$ cat src/rtl/share_mem_pkg.sv
// Address map, FSM state encoding and owner encoding for the shared-memory arbiter.
// Pure constants and a range helper; no logic, no latency.
// Nothing here applies backpressure.
package share_mem_pkg;

  // Word addresses seen by both CPUs
  localparam logic [21:0] CPUA_MEM_BEGIN   = 22'h00_2000;
  localparam logic [21:0] CPUA_MEM_END     = 22'h00_21FF;
  localparam logic [21:0] CPUB_MEM_BEGIN   = 22'h00_2200;
  localparam logic [21:0] CPUB_MEM_END     = 22'h00_23FF;
  localparam logic [21:0] SWITCH_BOARD_MEM = 22'h00_2400;

  // FSM state encoding
  localparam logic [1:0] ST_IDLE    = 2'd0;
  localparam logic [1:0] ST_ACCESS  = 2'd1;
  localparam logic [1:0] ST_CAPTURE = 2'd2;
  localparam logic [1:0] ST_DONE    = 2'd3;

  // Owner encoding
  localparam logic OWNER_A = 1'b0;
  localparam logic OWNER_B = 1'b1;

  // Inclusive address range test
  function automatic logic addr_in(input logic [21:0] addr,
                                   input logic [21:0] lo,
                                   input logic [21:0] hi);
    return (addr >= lo) && (addr <= hi);
  endfunction

endpackage

$ cat src/rtl/share_mem_arbiter_rr_arb2.sv
// Two-input round-robin arbiter; the winner is combinational from the requests.
// last_winner updates on the clock edge where the grant strobe is high.
// No backpressure of its own; the caller decides when a grant is taken.
module rr_arb2
  import share_mem_pkg::*;
(
  input  logic i_clk,
  input  logic i_rst,
  input  logic i_req_a,
  input  logic i_req_b,
  input  logic i_grant_en,
  output logic o_winner
);

  logic r_last_winner;

  // On a tie the requester that did not win last time goes first
  assign o_winner = (i_req_a && i_req_b) ? ~r_last_winner :
                    (i_req_b ? OWNER_B : OWNER_A);

  // Remember who was granted; starts at B so that A wins the first tie
  always_ff @(posedge i_clk) begin
    if (i_rst) begin
      r_last_winner <= OWNER_B;
    end else if (i_grant_en) begin
      r_last_winner <= o_winner;
    end
  end

endmodule

$ cat src/rtl/share_mem_arbiter.sv
// Shares a single-port 1Kx32 memory between CPU A and B with per-CPU write windows.
// Latency: grant in IDLE, memory strobe +1, capture +2, one-cycle ack +3; one access per 4 cycles.
// Backpressure: a req is held until its ack; the losing or late requester waits in IDLE.
module share_mem_arbiter
  import share_mem_pkg::*;
(
  input  logic        clk,
  input  logic        rst,
  input  logic        A_req,
  input  logic        B_req,
  input  logic        A_we,
  input  logic        B_we,
  input  logic [21:0] A_addr,
  input  logic [21:0] B_addr,
  input  logic [31:0] A_write_data,
  input  logic [31:0] B_write_data,
  output logic        A_ack,
  output logic        B_ack,
  output logic        A_err,
  output logic        B_err,
  output logic [31:0] A_read_data,
  output logic [31:0] B_read_data,
  output logic [15:0] A_viol_cnt,
  output logic [15:0] B_viol_cnt,
  input  logic [31:0] sw_info,
  output logic        mem_en,
  output logic        mem_we,
  output logic [9:0]  mem_addr,
  output logic [31:0] mem_wdata,
  input  logic [31:0] mem_rdata
);

  logic [1:0]  r_state;
  logic        r_owner;
  logic        r_we;
  logic        r_err;
  logic [21:0] r_addr;
  logic [31:0] r_wdata;
  logic [31:0] r_a_rdata;
  logic [31:0] r_b_rdata;
  logic [15:0] r_a_viol;
  logic [15:0] r_b_viol;

  logic        w_grant;
  logic        w_winner;
  logic        w_is_mem;
  logic        w_is_swb;
  logic        w_in_window;
  logic        w_mem_ok;
  logic        w_err;
  logic [31:0] w_cap_data;

  assign w_grant = (r_state == ST_IDLE) && (A_req || B_req);

  rr_arb2 u_arb (
    .i_clk      (clk),
    .i_rst      (rst),
    .i_req_a    (A_req),
    .i_req_b    (B_req),
    .i_grant_en (w_grant),
    .o_winner   (w_winner)
  );

  // Classification works on the latched request only, so outputs never see req directly
  assign w_is_mem    = addr_in(r_addr, CPUA_MEM_BEGIN, CPUB_MEM_END);
  assign w_is_swb    = (r_addr == SWITCH_BOARD_MEM);
  assign w_in_window = (r_owner == OWNER_A) ? addr_in(r_addr, CPUA_MEM_BEGIN, CPUA_MEM_END)
                                            : addr_in(r_addr, CPUB_MEM_BEGIN, CPUB_MEM_END);
  assign w_mem_ok    = w_is_mem && (!r_we || w_in_window);
  assign w_err       = !(w_mem_ok || (w_is_swb && !r_we));

  // Read data to capture: memory, switch-board word, or zero for writes and bad addresses
  always_comb begin
    w_cap_data = 32'd0;
    if (!r_we && w_is_mem) begin
      w_cap_data = mem_rdata;
    end else if (!r_we && w_is_swb) begin
      w_cap_data = sw_info;
    end
  end

  // Sequence IDLE -> ACCESS -> CAPTURE -> DONE and latch the winning request
  always_ff @(posedge clk) begin
    if (rst) begin
      r_state <= ST_IDLE;
      r_owner <= OWNER_A;
      r_we    <= 1'b0;
      r_addr  <= 22'd0;
      r_wdata <= 32'd0;
      r_err   <= 1'b0;
    end else begin
      case (r_state)
        ST_IDLE: begin
          if (w_grant) begin
            r_owner <= w_winner;
            r_we    <= (w_winner == OWNER_B) ? B_we : A_we;
            r_addr  <= (w_winner == OWNER_B) ? B_addr : A_addr;
            r_wdata <= (w_winner == OWNER_B) ? B_write_data : A_write_data;
            r_state <= ST_ACCESS;
          end
        end
        ST_ACCESS:  r_state <= ST_CAPTURE;
        ST_CAPTURE: begin
          r_err   <= w_err;
          r_state <= ST_DONE;
        end
        default:    r_state <= ST_IDLE;
      endcase
    end
  end

  // Load the owner's read-data register in CAPTURE; it holds until that port's next access
  always_ff @(posedge clk) begin
    if (rst) begin
      r_a_rdata <= 32'd0;
      r_b_rdata <= 32'd0;
    end else if (r_state == ST_CAPTURE) begin
      if (r_owner == OWNER_A) begin
        r_a_rdata <= w_cap_data;
      end else begin
        r_b_rdata <= w_cap_data;
      end
    end
  end

  // Count rejected accesses per CPU as they are acknowledged, saturating at all-ones
  always_ff @(posedge clk) begin
    if (rst) begin
      r_a_viol <= 16'd0;
      r_b_viol <= 16'd0;
    end else if ((r_state == ST_DONE) && r_err) begin
      if (r_owner == OWNER_A) begin
        if (r_a_viol != 16'hFFFF) r_a_viol <= r_a_viol + 16'd1;
      end else begin
        if (r_b_viol != 16'hFFFF) r_b_viol <= r_b_viol + 16'd1;
      end
    end
  end

  assign A_ack       = (r_state == ST_DONE) && (r_owner == OWNER_A);
  assign B_ack       = (r_state == ST_DONE) && (r_owner == OWNER_B);
  assign A_err       = A_ack && r_err;
  assign B_err       = B_ack && r_err;
  assign A_read_data = r_a_rdata;
  assign B_read_data = r_b_rdata;
  assign A_viol_cnt  = r_a_viol;
  assign B_viol_cnt  = r_b_viol;
  assign mem_en      = (r_state == ST_ACCESS) && w_mem_ok;
  assign mem_we      = (r_state == ST_ACCESS) && w_mem_ok && r_we;
  assign mem_addr    = r_addr[9:0];
  assign mem_wdata   = r_wdata;

endmodule

$ cat config.mk
export PLATFORM = sky130hd
export DESIGN_NAME = share_mem_arbiter
export DESIGN_NICKNAME = d
export VERILOG_FILES = /design/src/rtl/share_mem_pkg.sv /design/src/rtl/share_mem_arbiter_rr_arb2.sv /design/src/rtl/share_mem_arbiter.sv
export SDC_FILE = /design/constraint.sdc
export NUM_CORES = 1
export LEC_CHECK = 0
export ABC_AREA = 1
export BUFFER_PORTS_ARGS = -buffer_cell sky130_fd_sc_hd__clkbuf_2
export CORE_MARGIN = 3
export CORE_UTILIZATION = 49
export DETAILED_ROUTE_END_ITERATION = 8
export PLACE_DENSITY = 0.81
export SLEW_MARGIN = 0
export SYNTH_ARGS = -nofsm -noshare
export SYNTH_HDL_FRONTEND = slang
export SYNTH_SLANG_ARGS = --single-unit
export TNS_END_PERCENT = 50
$ cat constraint.sdc
create_clock -name clk -period 2.1 [get_ports clk]
set_input_delay 0 -clock clk [delete_from_list [all_inputs] [get_ports clk]]
set_output_delay 0 -clock clk [all_outputs]
set_load 0.005 [all_outputs]
==> flow_summary.json, run 1 <==
{
  "outcome": "finished clean",
  "synth-edff-count": 0,
  "power.density_nw_per_um2": 937,
  "slew_viol_final": 0,
  "hold_slack_ps": 17.5,
  "maxCapViolations": 0,
  "maxSlewHeadroom": 0.357,
  "synth_top_area_frac": 0.397,
  "clk_latency_ps": 430,
  "fin_cells": 1901,
  "synth_top_cells_by_area": "dfxtp_1 40%, nand2_1 17%, nor2_1 8.7%, inv_1 6.7%, nand3_1 5.7%",
  "cpPeakStageDelay_ps": 310,
  "globalplace.congestion": 0.906,
  "min_path_type": "primary input to register",
  "crit_top_cell": "nand3_1",
  "drtPass1Iterations": 8,
  "path_buf_inv": 1,
  "syn_to_final_growth_pct": 51.0,
  "placement.io_buffers": 321,
  "synth.cell_area_um2": 7870,
  "via_count": 10600,
  "ant_nets": 0,
  "cts_max_level": 4,
  "synth_ff_type": "dfxtp_1",
  "synth-seq-cells": 156,
  "worst_pin_slew_ps": 964,
  "power.total_w": 0.0111,
  "root_buffer": "clkbuf_16",
  "rsz0062_at_grt": "no",
  "yosys_warnings": 0,
  "routedWlPerCell_um": 17.9,
  "start_kind": "register",
  "cts_sinks": 156,
  "dieWidth_um": 133,
  "track_usage": 0.374,
  "die_y_um": 133,
  "overflow": 0,
  "synth_top_area_cell": "dfxtp_1",
  "async_reset_ff_frac": 0,
  "hold_violations": 0,
  "start_util": 0.508,
  "die_area_um2": 17600,
  "cts_buffer_depth": 2,
  "finalSetupViolations": 0,
  "cts_tree": "yes",
  "ys_seq_area_frac": 0.397,
  "nFillCells": 994,
  "path_delay_family": "simple AND/OR/NAND/NOR gates",
  "slowest_stage": "dfxtp_1",
  "synthMostInstantiatedCell": "nand2_1",
  "fmaxAchievable_mhz": 522,
  "numCtsBuffers": 17,
  "grt_pass1_wl_um": 53000,
  "viasPerCell": 5.57,
  "synth_nets": 1409,
  "worstPathCellList": "nor2_1 > nand2_1 > nor2_4 > nand3_1 > nand3_1 > nand3_1 > nor3_1 > clkbuf_2",
  "period_needed_ps": 1920,
  "leakage_nw": 5.95,
  "setup_ws_ps": 184,
  "hold_depth": 7,
  "detail_route.iter0.violations": 1213,
  "fin_nets": 1859,
  "cp_num_cells": 8,
  "grt_max_degree": 112,
  "tns_ps": 0,
  "dpl.cell_count": 1696,
  "drive_above_1_share": 0.232,
  "yosys-top-cells-count": "363 x nand2_1, 182 x nor2_1, 156 x dfxtp_1, 141 x inv_1, 89 x nand3_1",
  "final.period_utilization": 0.912,
  "drc": 0,
  "cts_resized": 0,
  "core_area_um2": 15500,
  "ys_types": 30,
  "syn_avg_cell_area_um2": 6.43,
  "io_pins": 322,
  "pre_cts_ws_ps": 253,
  "reg2reg_depth": 7,
  "wirelength_um": 34000,
  "critPathKind": "register to output pin",
  "path_max_fanout": 5,
  "grt_pass1_vias": 10400,
  "dp_hpwl_um": 18400,
  "synthesis.instances": 1225,
  "end_kind": "output pin",
  "required_ps": 2100,
  "worstPathArrival_ps": 1920,
  "finClkSkew_ps": 13.9,
  "antenna_found_initial": 1,
  "clk_pin_slew_worst_paths_ps": 60,
  "vdd_ir_drop_max_mv": 0.714,
  "num_rows": 45
}
-- per-stage QoR --
| stage | instance area (um2) | util |
|---|---|---|
| final | 11900 | 0.768 |
| after global routing | 11900 | 0.768 |
| after CTS | 11900 | 0.767 |
| after detailed placement | 9560 | 0.617 |
| after global placement | 9560 | 0.617 |
| after floorplan | 7870 | - |
-- repair_timing --
action / in CTS / in global routing
setup buffers: 0 / 0
hold endpoints to repair: 121 / 0
hold buffers: 171 / 0
setup endpoints to repair: 0 / 0
-- power breakdown --
part / switching (W) / internal (W)
Combinational: 0.00227 / 0.00148
Clock: 0.00130 / 0.00197
Sequential: 0.000513 / 0.00361
-- flip-flops by register name, summed over array words and instances, names as in the netlist --
signal	flops
A_read_data	32
B_read_data	32
mem_wdata	32
r_addr	22
A_viol_cnt	16
B_viol_cnt	16
r_state	2
r_err	1
r_owner	1
r_we	1
u_arb.r_last_winner	1
-- layout make-up --
type                    instances  area [um2]  area share
multi-input cells             844        3820       0.321
repair buffers                507        3510       0.295
flip-flops and latches        156        3120       0.263
inverters                     149         559      0.0470
clock buffers                  22         474      0.0399
well taps                     211         264      0.0222
clock inverters                10         138      0.0116
diodes                          2        5.00    0.000421
-- kinds of logic (layout without fill, tap and decap cells) --
kind of cell	Yosys count	in the layout	share of synthesized area
flops	156	156	0.397
buf+inv	225	688	0.122
xor+xnor	14	14	0.0156
other cells	0	2	0
fa+ha+maj	6	6	0.00954
simple gates	673	673	0.351
compound gates	151	151	0.106
-- worst register-to-register path: cells and delay by family, from the launching register on --
kind | cells | cell delay [ps]
adders and majority gates | 1 | 210
AOI/OAI and AO/OA | 3 | 710
buffers and inverters | 3 | 560
DFF | 1 | 330
-- placed cells by master, fill, tap and decap left out, types with 3 or more instances in the layout --
cell type      count
nand2_1          363
clkbuf_2         320
nor2_1           182
dlygate4sd3_1    171
dfxtp_1          156
inv_1            140
nand3_1           89
o21ai_0           65
a31oi_1           55
a21oi_1           27
clkbuf_16         17
nor3_1            14
inv_2              9
nand4_1            9
buf_4              9
xor2_1             8
xnor2_1            6
ha_1               6
buf_12             6
nor2_2             5
clkbuf_8           3
bufinv_16          3
clkinv_2           3
-- per-layer routing --
layer,share of wire,vias to the layer above,GRT usage
met5,0,-,0
li1,-,4730,-
met1,0.33,4646,0.407
met3,0.10,280,0.0992
met4,0.097,0,0.315
met2,0.47,930,0.609
-- final timing paths --
check,startpoint,end,slack [ps]
max,r_addr[21],mem_we,180
min,sw_info[2],B_read_data[2],20
max reg2reg,r_state[0],mem_wdata[23],190
min reg2reg,r_err,r_err,470
Power figures use the tool's default switching activity.
==> inputs of run 2 (changes only) <==
CORE_UTILIZATION = 50   (was 49)
SYNTH_HIERARCHICAL = 1   (was not set)
==> run 2 against run 1 <==
- the run now ends with setup timing left
- worst hold slack better by 49 ps
- non-clock buffer count up 7
- routed wire length down 3.6%
- area after synthesis up 7.7%
- core utilization up 0.33 points
- via count down 3.0%
- clock skew down 3.6 ps
- combinational power up 12%
- largest cell class unchanged
==> flow_summary.json, run 2 <==
{
  "min_path_type": "primary input to register",
  "grt_max_degree": 111,
  "final.period_utilization": 1.01,
  "power.density_nw_per_um2": 908,
  "io_pins": 322,
  "synth_nets": 1387,
  "ys_seq_area_frac": 0.368,
  "drive_above_1_share": 0.276,
  "maxCapViolations": 0,
  "synth_top_cells_by_area": "dfxtp_1 37%, nor2_1 10%, a21oi_1 8.4%, inv_1 8.3%, nand2_1 7.4%",
  "pre_cts_ws_ps": 348,
  "cts_max_level": 4,
  "yosys-top-cells-count": "230 x nor2_1, 187 x inv_1, 167 x nand2_1, 156 x dfxtp_1, 143 x a21oi_1",
  "die_y_um": 136,
  "overflow": 0,
  "async_reset_ff_frac": 0,
  "dp_hpwl_um": 16900,
  "fin_cells": 1893,
  "via_count": 10300,
  "start_kind": "primary input",
  "critPathKind": "primary input to register",
  "synth.cell_area_um2": 8480,
  "yosys_warnings": 6,
  "clk_latency_ps": 420,
  "core_area_um2": 16200,
  "synthesis.instances": 1203,
  "layout_commonest_cell": "clkbuf_2",
  "grt_pass1_vias": 10100,
  "finalSetupViolations": 1,
  "fin_nets": 1845,
  "ys_types": 33,
  "worstPathCellList": "dlygate4sd3_1 > clkbuf_2 > nand2_1 > and2_4 > buf_12 > nor2_1 > a21oi_1 > dlygate4sd3_1 > a21oi_1",
  "cts_tree": "yes",
  "setup_ws_ps": -15.2,
  "detail_route.iter0.violations": 869,
  "placement.io_buffers": 321,
  "grt_pass1_wl_um": 49700,
  "viasPerCell": 5.42,
  "worst_pin_slew_ps": 802,
  "synth-seq-cells": 156,
  "syn_to_final_growth_pct": 47.7,
  "cpPeakStageDelay_ps": 610,
  "globalplace.congestion": 0.881,
  "cts_buffer_depth": 2,
  "dpl.cell_count": 1679,
  "leakage_nw": 6.36,
  "slew_viol_final": 0,
  "period_needed_ps": 2120,
  "routedWlPerCell_um": 17.3,
  "track_usage": 0.333,
  "outcome": "complete, but fails checks",
  "end_kind": "register",
  "numCtsBuffers": 17,
  "slowest_stage": "dlygate4sd3_1",
  "synth_ff_type": "dfxtp_1",
  "required_ps": 2390,
  "cts_sinks": 156,
  "clk_pin_slew_worst_paths_ps": 70,
  "finClkSkew_ps": 10.3,
  "synth_top_area_frac": 0.368,
  "drc": 0,
  "path_max_fanout": 24,
  "final_util": 0.771,
  "synthMostInstantiatedCell": "nor2_1",
  "num_rows": 46,
  "fmaxAchievable_mhz": 473,
  "vdd_ir_drop_max_mv": 0.624,
  "ant_nets": 0,
  "dieWidth_um": 136,
  "maxSlewHeadroom": 0.465,
  "syn_avg_cell_area_um2": 7.05,
  "start_util": 0.522,
  "antenna_found_initial": 3,
  "synth_top_area_cell": "dfxtp_1",
  "drtPass1Iterations": 6,
  "worstPathArrival_ps": 2400,
  "root_buffer": "clkbuf_16",
  "wirelength_um": 32800,
  "hold_slack_ps": 66.3,
  "hold_violations": 0,
  "cts_resized": 0,
  "violations": "setup timing",
  "die_area_um2": 18500,
  "synth-edff-count": 0,
  "layout_common_cells": "320 x clkbuf_2, 230 x nor2_1, 187 x inv_1"
}
run 2: cells by family after synthesis:
logic type | Yosys count | synth area share
xor+xnor | 24 | 0.0248
simple gates | 480 | 0.256
buf+inv | 268 | 0.138
fa+ha+maj | 6 | 0.00886
compound gates | 269 | 0.203
flops | 156 | 0.368
run 2: final cells by class:
type / instances / area, um2
sequential: 156 / 3120
antenna: 4 / 10.0
inverter: 191 / 717
tap: 216 / 270
multi-input combinational: 781 / 4210
clock inverter: 9 / 115
timing repair buffer: 514 / 3600
fill: 1012 / 3720
clock buffer: 22 / 464
run 2: metrics by stage:
stage,setup TNS [ps],power [W],area [um2]
final,-15.2,0.0114,12500
after global routing,-41.2,0.0119,12500
after CTS,0,0.0109,12500
after detailed placement,0,0.00751,10100
after global placement,0,0.00741,10100
after floorplan,0,0.00630,8480
run 2: worst paths after layout:
path / from / to / slack (ps) / cells after the start
setup / recovery: A_req / r_addr[16] / -20 / 9
hold / removal: rst / B_viol_cnt[15] / 70 / 3
setup reg to reg: u_arb/r_last_winner / r_addr[16] / 0 / 7
hold reg to reg: r_err / r_err / 470 / 2
run 2: per-layer routing:
layer,part of all wire,up-vias,track usage
met2,0.49,725,0.573
met1,0.35,4631,0.368
li1,-,4695,-
met3,0.086,216,0.0777
met4,0.078,0,0.212
met5,0,-,0
run 2: timing repair:
| item | 4_1_cts | 5_1_grt |
|---|---|---|
| buffers inserted | 0 | 0 |
| hold buffers | 176 | 0 |
| endpoints found under the hold margin | 122 | 0 |
| setup endpoints to repair | 0 | 37 |
run 2: power by group:
group	total [W]	internal (W)	leakage, nW	switching (W)
sequential	0.00411	0.00364	1.28	0.000470
combinational	0.00419	0.00175	4.82	0.00244
clock	0.00306	0.00181	0.265	0.00125
total	0.0114	0.00720	6.36	0.00416
run 2: worst max-delay path, delay by kind of cell:
family                 cells  cell delay [ps]
AOI/OAI and AO/OA          2              310
buffers and inverters      4             1540
and+or+nand+nor            3              540
==> inputs of run 3 (changes only) <==
CORE_UTILIZATION = 51   (was 50)
CTS_BUF_LIST = sky130_fd_sc_hd__clkbuf_4 sky130_fd_sc_hd__clkbuf_8   (was not set)
PLACE_DENSITY = 0.83   (was 0.81)
SLEW_MARGIN = not set   (was 0)
==> run 3 against run 2 <==
- the run now ends clean
- clock skew rose by 2.2 ps
- sequential share of layout area is 0.24 points lower
- die area is 1.9% lower
- power shrank 2.1%
- non-clock buffer count increased by 18
- critical path type is now register to register
- critical endpoint is now A_read_data[11]
- largest power group unchanged
- highest routed layer unchanged
==> flow_summary.json, run 3 (synthesis gave the netlist of run 2 again) <==
{
  "outcome": "finished clean",
  "leakage_nw": 6.43,
  "slew_viol_final": 0,
  "cts_tree": "yes",
  "core_area_um2": 16100,
  "drtPass1Iterations": 7,
  "finalSetupViolations": 0,
  "antenna_found_initial": 1,
  "ant_nets": 0,
  "path_buf_inv": 3,
  "reg2reg_depth": 11,
  "die_y_um": 135,
  "finClkSkew_ps": 12.4,
  "viasPerCell": 5.49,
  "required_ps": 2520,
  "root_buffer": "clkbuf_8",
  "start_kind": "register",
  "rrSetupSlack_ps": 9,
  "layout_common_cells": "320 x clkbuf_2, 227 x nor2_1, 187 x inv_1",
  "worstPathArrival_ps": 2510,
  "tns_ps": 0,
  "drc": 0,
  "path_delay_family": "simple AND/OR/NAND/NOR gates",
  "maxCapViolations": 0,
  "worstReg2RegStart": "r_addr[0]",
  "wirelength_um": 34400,
  "placement.io_buffers": 321,
  "routedWlPerCell_um": 18.0,
  "final.period_utilization": 0.996,
  "crit_top_cell": "nand2_1",
  "cts_sinks": 156,
  "fin_nets": 1864,
  "grt_pass1_wl_um": 50400,
  "dpl.cell_count": 1677,
  "cts_buffer_depth": 2,
  "nFillCells": 875,
  "grt_pass1_vias": 10000,
  "grt_max_degree": 114,
  "worstReg2RegEnd": "A_read_data[11]",
  "vdd_ir_drop_max_mv": 0.607,
  "fmaxAchievable_mhz": 478,
  "fin_cells": 1911,
  "power.density_nw_per_um2": 880,
  "end_kind": "register",
  "dieWidth_um": 135,
  "numCtsBuffers": 17,
  "hold_violations": 0,
  "overflow": 0,
  "clk_pin_slew_worst_paths_ps": 100,
  "critPathKind": "register to register",
  "layout_commonest_cell": "clkbuf_2",
  "start_util": 0.528,
  "min_path_type": "primary input to register",
  "num_rows": 46,
  "layout.area.seq_um2": 3120,
  "globalplace.congestion": 0.868,
  "path_max_fanout": 5,
  "drive_above_1_share": 0.285,
  "dp_hpwl_um": 16500,
  "die_area_um2": 18200,
  "startpoint": "r_addr[0]",
  "period_needed_ps": 2090,
  "io_pins": 322,
  "cpPeakStageDelay_ps": 590,
  "worstPathCellList": "nor2_2 > nand2_1 > nor2_1 > nand2_2 > nor2_8 > buf_4 > nand2_4 > o211ai_2 > dlygate4sd3_1 > nand2_1 > inv_1",
  "maxSlewHeadroom": 0.298,
  "critPathCapture": "A_read_data[11]",
  "clk_latency_ps": 460,
  "cts_max_level": 4,
  "syn_to_final_growth_pct": 49.1,
  "cp_num_cells": 11,
  "multiInputGateArea_um2": 4250,
  "slowest_stage": "dlygate4sd3_1",
  "worst_pin_slew_ps": 1050,
  "track_usage": 0.345,
  "detail_route.iter0.violations": 1338,
  "via_count": 10500
}
==> run 3: per-layer routing <==
layer / vias to the layer above / routed length, um / global-route usage
met2: 829 / 16900 / 0.603
met3: 207 / 3300 / 0.0753
li1: 4722 / - / -
met5: - / 0 / 0
met4: 0 / 2450 / 0.226
met1: 4741 / 11800 / 0.375
==> run 3: final cells by class <==
class                      instances  share of cell area
clock inverter                    12              0.0127
antenna                            2            0.000396
inverter                         191              0.0569
clock buffer                      20              0.0208
timing repair buffer             532               0.305
multi-input combinational        782               0.336
sequential                       156               0.247
tap                              216              0.0214
==> run 3: worst min path at each step <==
stage | end | slack (ps) | cells after the start | startpoint
after floorplan | u_arb/r_last_winner | 90 | 2 | rst
after global placement | mem_wdata[10] | 280 | 3 | B_write_data[10]
after detailed placement | u_arb/r_last_winner | 280 | 3 | B_req
after CTS | B_viol_cnt[3] | 160 | 5 | rst
after global routing | B_viol_cnt[3] | 220 | 5 | rst
final | mem_wdata[4] | 210 | 5 | rst
==> run 3: tightest hold or removal path, delay by kind of cell <==
family | cells | cell delay, ps
buffers and inverters | 3 | 410
AOI/OAI and AO/OA | 2 | 200
==> run 3: what timing repair did <==
item / CTS / global route
buffers inserted: 0 / 8
endpoints found under the setup margin: 0 / 39
gates resized for setup: 0 / 12
hold buffers: 183 / 0
hold endpoints to repair: 122 / 0
==> run 3: per-stage QoR <==
step                      hold WS (ps)  setup WS, ps   util  instance area (um2)  power [W]
after floorplan                   88.4           484      -                 8480    0.00630
after global placement             283           416  0.630                10100    0.00738
after detailed placement           285           373  0.630                10100    0.00749
after CTS                          162          31.4  0.770                12400     0.0104
after global routing               217         -13.9  0.787                12600     0.0116
final                              210          8.95  0.787                12600     0.0111
==> run 3: power breakdown <==
group          switching (W)  leakage (nW)  internal [W]
Sequential          0.000489          1.28       0.00364
Combinational        0.00260          4.95       0.00194
Clock                0.00122         0.204       0.00125
Total                0.00430          6.43       0.00682
